--- src/rtl/pipelined_addsub.sv ---
`default_nettype none
// ============================================================================
// Module   : pipelined_addsub
// Brief    : STAGES-deep carry-pipelined add/subtract with valid/ready handshake.
// Revision : 1.0 - initial release
// ============================================================================
module pipelined_addsub #(
    parameter int WIDTH  = 16,
    parameter int STAGES = 4     // must be >= 2 and divide WIDTH evenly
) (
    input  logic             clk,
    input  logic             rst_n,
    input  logic             in_valid,
    output logic             in_ready,
    input  logic [WIDTH-1:0] input1,
    input  logic [WIDTH-1:0] input2,
    input  logic [1:0]       op,
    input  logic             cin,
    output logic             out_valid,
    input  logic             out_ready,
    output logic [WIDTH-1:0] answer,
    output logic             carry_out,
    output logic             overflow,
    output logic             zero,
    output logic             negative
);

    localparam int SW = WIDTH / STAGES;

    logic [STAGES-1:0] valid_q;
    logic [STAGES-1:0] carry_q;
    logic [WIDTH-1:0]  sum_q [STAGES];
    logic [WIDTH-1:0]  a_q   [STAGES-1];
    logic [WIDTH-1:0]  b_q   [STAGES-1];
    logic              overflow_q;
    logic              zero_q;
    logic              negative_q;

    logic              advance;
    logic [STAGES-1:0] stg_v;
    logic [STAGES-1:0] stg_c;
    logic [STAGES-1:0] carry_d;
    logic [WIDTH-1:0]  stg_a [STAGES];
    logic [WIDTH-1:0]  stg_b [STAGES];
    logic [WIDTH-1:0]  stg_s [STAGES];
    logic [WIDTH-1:0]  sum_d [STAGES];
    logic [SW:0]       part  [STAGES];
    logic              overflow_d;

    assign advance = !valid_q[STAGES-1] || out_ready;

    // Operands shift right one slice per stage, so every stage adds bits [SW-1:0];
    // sum slices enter at the top and drift down into place.
    always_comb begin
        stg_v[0] = in_valid;
        stg_a[0] = input1;
        stg_b[0] = op[0] ? ~input2 : input2;
        stg_c[0] = op[1] ? cin : op[0];
        stg_s[0] = '0;
        for (int k = 1; k < STAGES; k++) begin
            stg_v[k] = valid_q[k-1];
            stg_a[k] = a_q[k-1];
            stg_b[k] = b_q[k-1];
            stg_c[k] = carry_q[k-1];
            stg_s[k] = sum_q[k-1];
        end
        for (int k = 0; k < STAGES; k++) begin
            part[k]    = {1'b0, stg_a[k][SW-1:0]} + {1'b0, stg_b[k][SW-1:0]}
                       + {{SW{1'b0}}, stg_c[k]};
            carry_d[k] = part[k][SW];
            sum_d[k]   = {part[k][SW-1:0], {(WIDTH-SW){1'b0}}} | (stg_s[k] >> SW);
        end
        overflow_d = (stg_a[STAGES-1][SW-1] == stg_b[STAGES-1][SW-1])
                  && (part[STAGES-1][SW-1] != stg_a[STAGES-1][SW-1]);
    end

    always_ff @(posedge clk) begin
        if (!rst_n) begin
            valid_q    <= '0;
            carry_q    <= '0;
            overflow_q <= 1'b0;
            zero_q     <= 1'b0;
            negative_q <= 1'b0;
            for (int k = 0; k < STAGES; k++) begin
                sum_q[k] <= '0;
            end
        end else if (advance) begin
            valid_q    <= stg_v;
            carry_q    <= carry_d;
            overflow_q <= overflow_d;
            zero_q     <= (sum_d[STAGES-1] == '0);
            negative_q <= sum_d[STAGES-1][WIDTH-1];
            for (int k = 0; k < STAGES; k++) begin
                sum_q[k] <= sum_d[k];
            end
        end
    end

    // Operand slices carry no control meaning, so they need no reset.
    always_ff @(posedge clk) begin
        if (advance) begin
            for (int k = 0; k < STAGES-1; k++) begin
                a_q[k] <= stg_a[k] >> SW;
                b_q[k] <= stg_b[k] >> SW;
            end
        end
    end

    assign in_ready  = advance;
    assign out_valid = valid_q[STAGES-1];
    assign answer    = sum_q[STAGES-1];
    assign carry_out = carry_q[STAGES-1];
    assign overflow  = overflow_q;
    assign zero      = zero_q;
    assign negative  = negative_q;

endmodule
`default_nettype wire

--- config.mk ---
export PLATFORM = sky130hd
export DESIGN_NAME = pipelined_addsub
export DESIGN_NICKNAME = d
export VERILOG_FILES = /design/src/rtl/pipelined_addsub.sv
export SDC_FILE = /design/constraint.sdc
export NUM_CORES = 1
export LEC_CHECK = 0
export CAP_MARGIN = 25
export CORE_MARGIN = 10
export CORE_UTILIZATION = 30
export CTS_CLUSTER_SIZE = 8
export DETAILED_ROUTE_END_ITERATION = 16
export DONT_BUFFER_PORTS = 1
export SYNTH_ARGS = -nofsm -noshare
export SYNTH_HDL_FRONTEND = slang
export SYNTH_SLANG_ARGS = --single-unit
export TNS_END_PERCENT = 1
--- constraint.sdc ---
create_clock -name clk -period 2.6 [get_ports clk]
set_input_delay 0.52 -clock clk [delete_from_list [all_inputs] [get_ports clk]]
set_output_delay 0.52 -clock clk [all_outputs]
set_load 0.01 [all_outputs]
# [After elaboration in Yosys (flattened, before gate mapping)]
# Memories as Yosys holds them, arrays and structs flattened.
# Cells that the tools add are included.
[totals] register_bits=11 ram_bits=136 in_bits=39 output_inout_bits=22 wordCells=41 memories=3
[mem_list] memory="sum_q" depth=4 word_bits=16 rd=4 rd_clocked_by_memory_dff=0 write_ports=4 line="32" source="logic [WIDTH-1:0] sum_q [STAGES];"
[mem_list] memory="a_q" depth=3 word_bits=12 rd=3 rd_clocked_by_memory_dff=0 write_ports=3 line="33" source="logic [WIDTH-1:0] a_q [STAGES-1];"
[mem_list] memory="b_q" depth=3 word_bits=12 rd=3 rd_clocked_by_memory_dff=0 write_ports=3 line="34" source="logic [WIDTH-1:0] b_q [STAGES-1];"
[op_classes] n_addsub=8 eq_ne=2 n_mux=11 bitwise=8 reduce_logical=4
[op_table] op="$mux W16" n=5
[op_table] op="$or A16 B12 Y16" n=3
[op_table] op="$add A4 B4 Y5" n=4
[op_table] op="$add A5 B1 Y5" n=4
[op_table] op="$logic_not A16 Y1" n=1
[op_table] op="$not A16 Y16" n=1
[op_table] op="$mux W1" n=6
[op_table] op="$or A1 B1 Y1" n=4
[op_table] op="$eq A1 B1 Y1" n=1
[op_table] op="$logic_and A1 B1 Y1" n=1
[op_table] op="$logic_not A1 Y1" n=1
[op_table] op="$logic_or A1 B1 Y1" n=1
[op_table] op="$ne A1 B1 Y1" n=1

# [Longest topological paths before layout]
[logic_depth] word_depth=6 mapped_depth=8 mapped_depth_nobuf=7

# [Least setup slack after synthesis]
# No wires, ideal clock.
[synth_timing] kind="input-to-output" startpoint="input port out_ready" endpoint="output port in_ready" t_arrival_ns=2.183 required_time_ns=2.080 setup_slack_ns=-0.103 path_stages=3 path_buffers=1 path_cell_list="nor2b_1 -> inv_2 -> clkbuf_1"
[synth_between] elab_chain_cells=1
[synth_lines] element="start: declaration" line="20" source="input logic out_ready,"
[synth_lines] element="$logic_or A1 B1 Y1" line="50" source="assign advance = !valid_q[STAGES-1] || out_ready;"
[synth_lines] element="end: declaration" line="14" source="output logic in_ready,"
# Every way passes these cells.

# [Final worst setup path]
[layout_timing] startpoint="register valid_q[3]" endpoint="output port in_ready"
[layout_between] elab_chain_cells=2
[layout_lines] element="start: declaration" line="30" source="logic [STAGES-1:0] valid_q;"
[layout_lines] element="start signal: assignment" line="88" source="valid_q <= stg_v;"
[layout_lines] element="$logic_not A1 Y1" line="50"
[layout_lines] element="$logic_or A1 B1 Y1" line="50"
# Every way passes these cells.

==> out/metrics.cfg <==
[synth]
synth_edf_count=88
syn_area_sq_um=4020
synth_common_cells=edfxtp_1 (88), and3_1 (29), xor2_1 (19)
yosysTopAreaCellShare_pct=65.7
synth_seq_cells=99
synth_most_common_cell=edfxtp_1
syn_inst=260
yosys.area.top_type=edfxtp_1
synthesis.nets=319
async_reset_ff_share_pct=0
synth_warnings=0
netlist_top_cells_area=edfxtp_1 (66%), dfxtp_1 (5.5%), and3_1 (4.5%)
syn_avg_cell_area_sq_um=15.5
ys.flop_type=edfxtp_1
synth_cell_types=31
ys_seq_area_share_pct=71.1

[layout]
area_growth_pct=12.7
drive_gt1_share_pct=8.96
n_antenna_cell=0
fin_nets=322

[clock_tree]
clkSinkCount=99
insertion_delay_ns=0.34
clk_path_buf_depth=2
root_buffer=clkbuf_16
cts_resized=0
tritoncts=yes
postCtsHoldBufs=0
postCtsSetupBuffers=0
cts.reportedPaths.clkPinSlew_ns=0.07
cts_buffers=9
htree_levels=3

[sta]
finClkSkew_ns=0.00706
rsz0062_at_grt=false
max_freq_ghz=0.451
hold_viol_final=0
fin_ws_ns=0.382
tightest_slew_ns=0.978
max_slew_margin_pct=34.8
finalSetupViolations=0
finalCriticalPeriod_ns=2.22
fin_tns_setup_ns=0
post-route-period-util_pct=85.3
slew_viol_final=0

[routing]
ant_nets=0
wl_per_cell_microns=15.4
drt-pass1-iter-count=4
drc_errors=0
drt_iter0_drc=174
via_count=1916
viasPerCell=4.32
finalWirelength_mm=6.85

[placement]
hpwlAfterDp_mm=4.80
numPortBuffers=0
gp_congestion=0.707
post-place-ws_ns=0.363

[grt]
grt_max_degree=89
grt_pass1_vias=2078
grt_pass1_wl_mm=11.3
grt.total_usage_pct=8.03
antenna_found_initial=0
grt-ovfl-total=0

[floorplan]
die-height_microns=136
num_io_pins=61
core_sq_um=13200
start_util_pct=30.5
dieWidth_microns=136
die_area_sq_um=18400
fp-row-count=42

[pwr]
p_leak_nw=1.86
peakVddDrop_uv=306
p_total_mw=3.68
p_per_area_nw_per_um2=811

[worst_setup_path]
cp.arrival_ns=1.70
cp-end-kind=primary output
critPathLaunchType=flip-flop
crit_path_max_fanout=88
cp.required_ns=2.08
path_class=reg2out

[outcome]
outcome=finished clean

[flow_run]
maxCapViolCount=0

[worst_hold_path]
hp-class=in2reg

stage by stage:
stage / cell area [sq um] / instances / utilization (%) / hold slack (ns)
2_1_floorplan: 4030 / 260 / - / 0.400
3_3_place_gp: 4220 / 428 / 32.0 / 0.405
3_5_place_dp: 4220 / 428 / 32.0 / 0.405
4_1_cts: 4540 / 444 / 34.4 / 0.253
5_1_grt: 4540 / 444 / 34.4 / 0.243
6_report: 4540 / 444 / 34.4 / 0.272
final timing paths:
check,start,end,slack [ns],cells after the start
setup / recovery,valid_q[3],in_ready,0.38,3
hold / removal,input1[9],a_q[0][5],0.27,0
setup reg to reg,carry_q[2],zero,0.64,7
hold reg to reg,a_q[0][6],a_q[0][14],0.42,0
state kept, by name, indices dropped and copies added, names as in the netlist:
| register | cells |
|---|---|
| a_q | 24 |
| b_q | 24 |
| carry_q | 4 |
| negative | 1 |
| overflow | 1 |
| sum_q | 40 |
| valid_q | 4 |
| zero | 1 |
kinds of logic (layout without fill, tap and decap cells):
group | count (synthesis) | after routing | share of synthesized area, %
xor+xnor | 23 | 23 | 5.01
flops | 99 | 99 | 71.1
simple gates | 66 | 66 | 9.36
fa+ha+maj | 20 | 20 | 7.71
mux | 1 | 1 | 0.280
buf+inv | 23 | 31 | 2.36
compound gates | 28 | 28 | 4.14
metal layers:
layer,vias up,GRT usage (%),part of all wire (%)
met2,55,11.5,43
met4,0,3.41,1.8
met1,903,9.84,46
li1,946,-,-
met5,-,0,0
met3,12,4.28,8.7
area by class of cell:
cell class	instances	area [sq um]
flip-flops and latches	99	2860
clock inverters	6	87.6
well taps	176	220
fillers	1248	8650
clock buffers	10	229
inverters	11	41.3
repair buffers	4	30.0
multi-input cells	138	1070
report_power, final:
part	switching (mW)	internal (mW)	total, mW
clock	0.550	0.844	1.39
combinational	0.140	0.144	0.284
sequential	0.0876	1.92	2.00
critical path, cell delays in order, from the launching register on:
cell,delay [ns]
dfxtp_1,0.34
nor2b_1,0.16
inv_2,0.06
buf_4,0.67
cells in the final DEF, fill, tap and decap left out, types with 3 or more instances in the layout:
cell	instances
nor2b_1	5
a21boi_0	3
a21oi_1	10
nor2_1	11
a21o_1	5
edfxtp_1	88
nand2_1	9
and3_1	29
fa_1	8
clkbuf_16	9
ha_1	12
xor2_1	19
buf_4	4
dfxtp_1	11
inv_1	10
xnor2_1	4
o21ai_0	8
No activity file was read; power rests on OpenSTA's default activity.
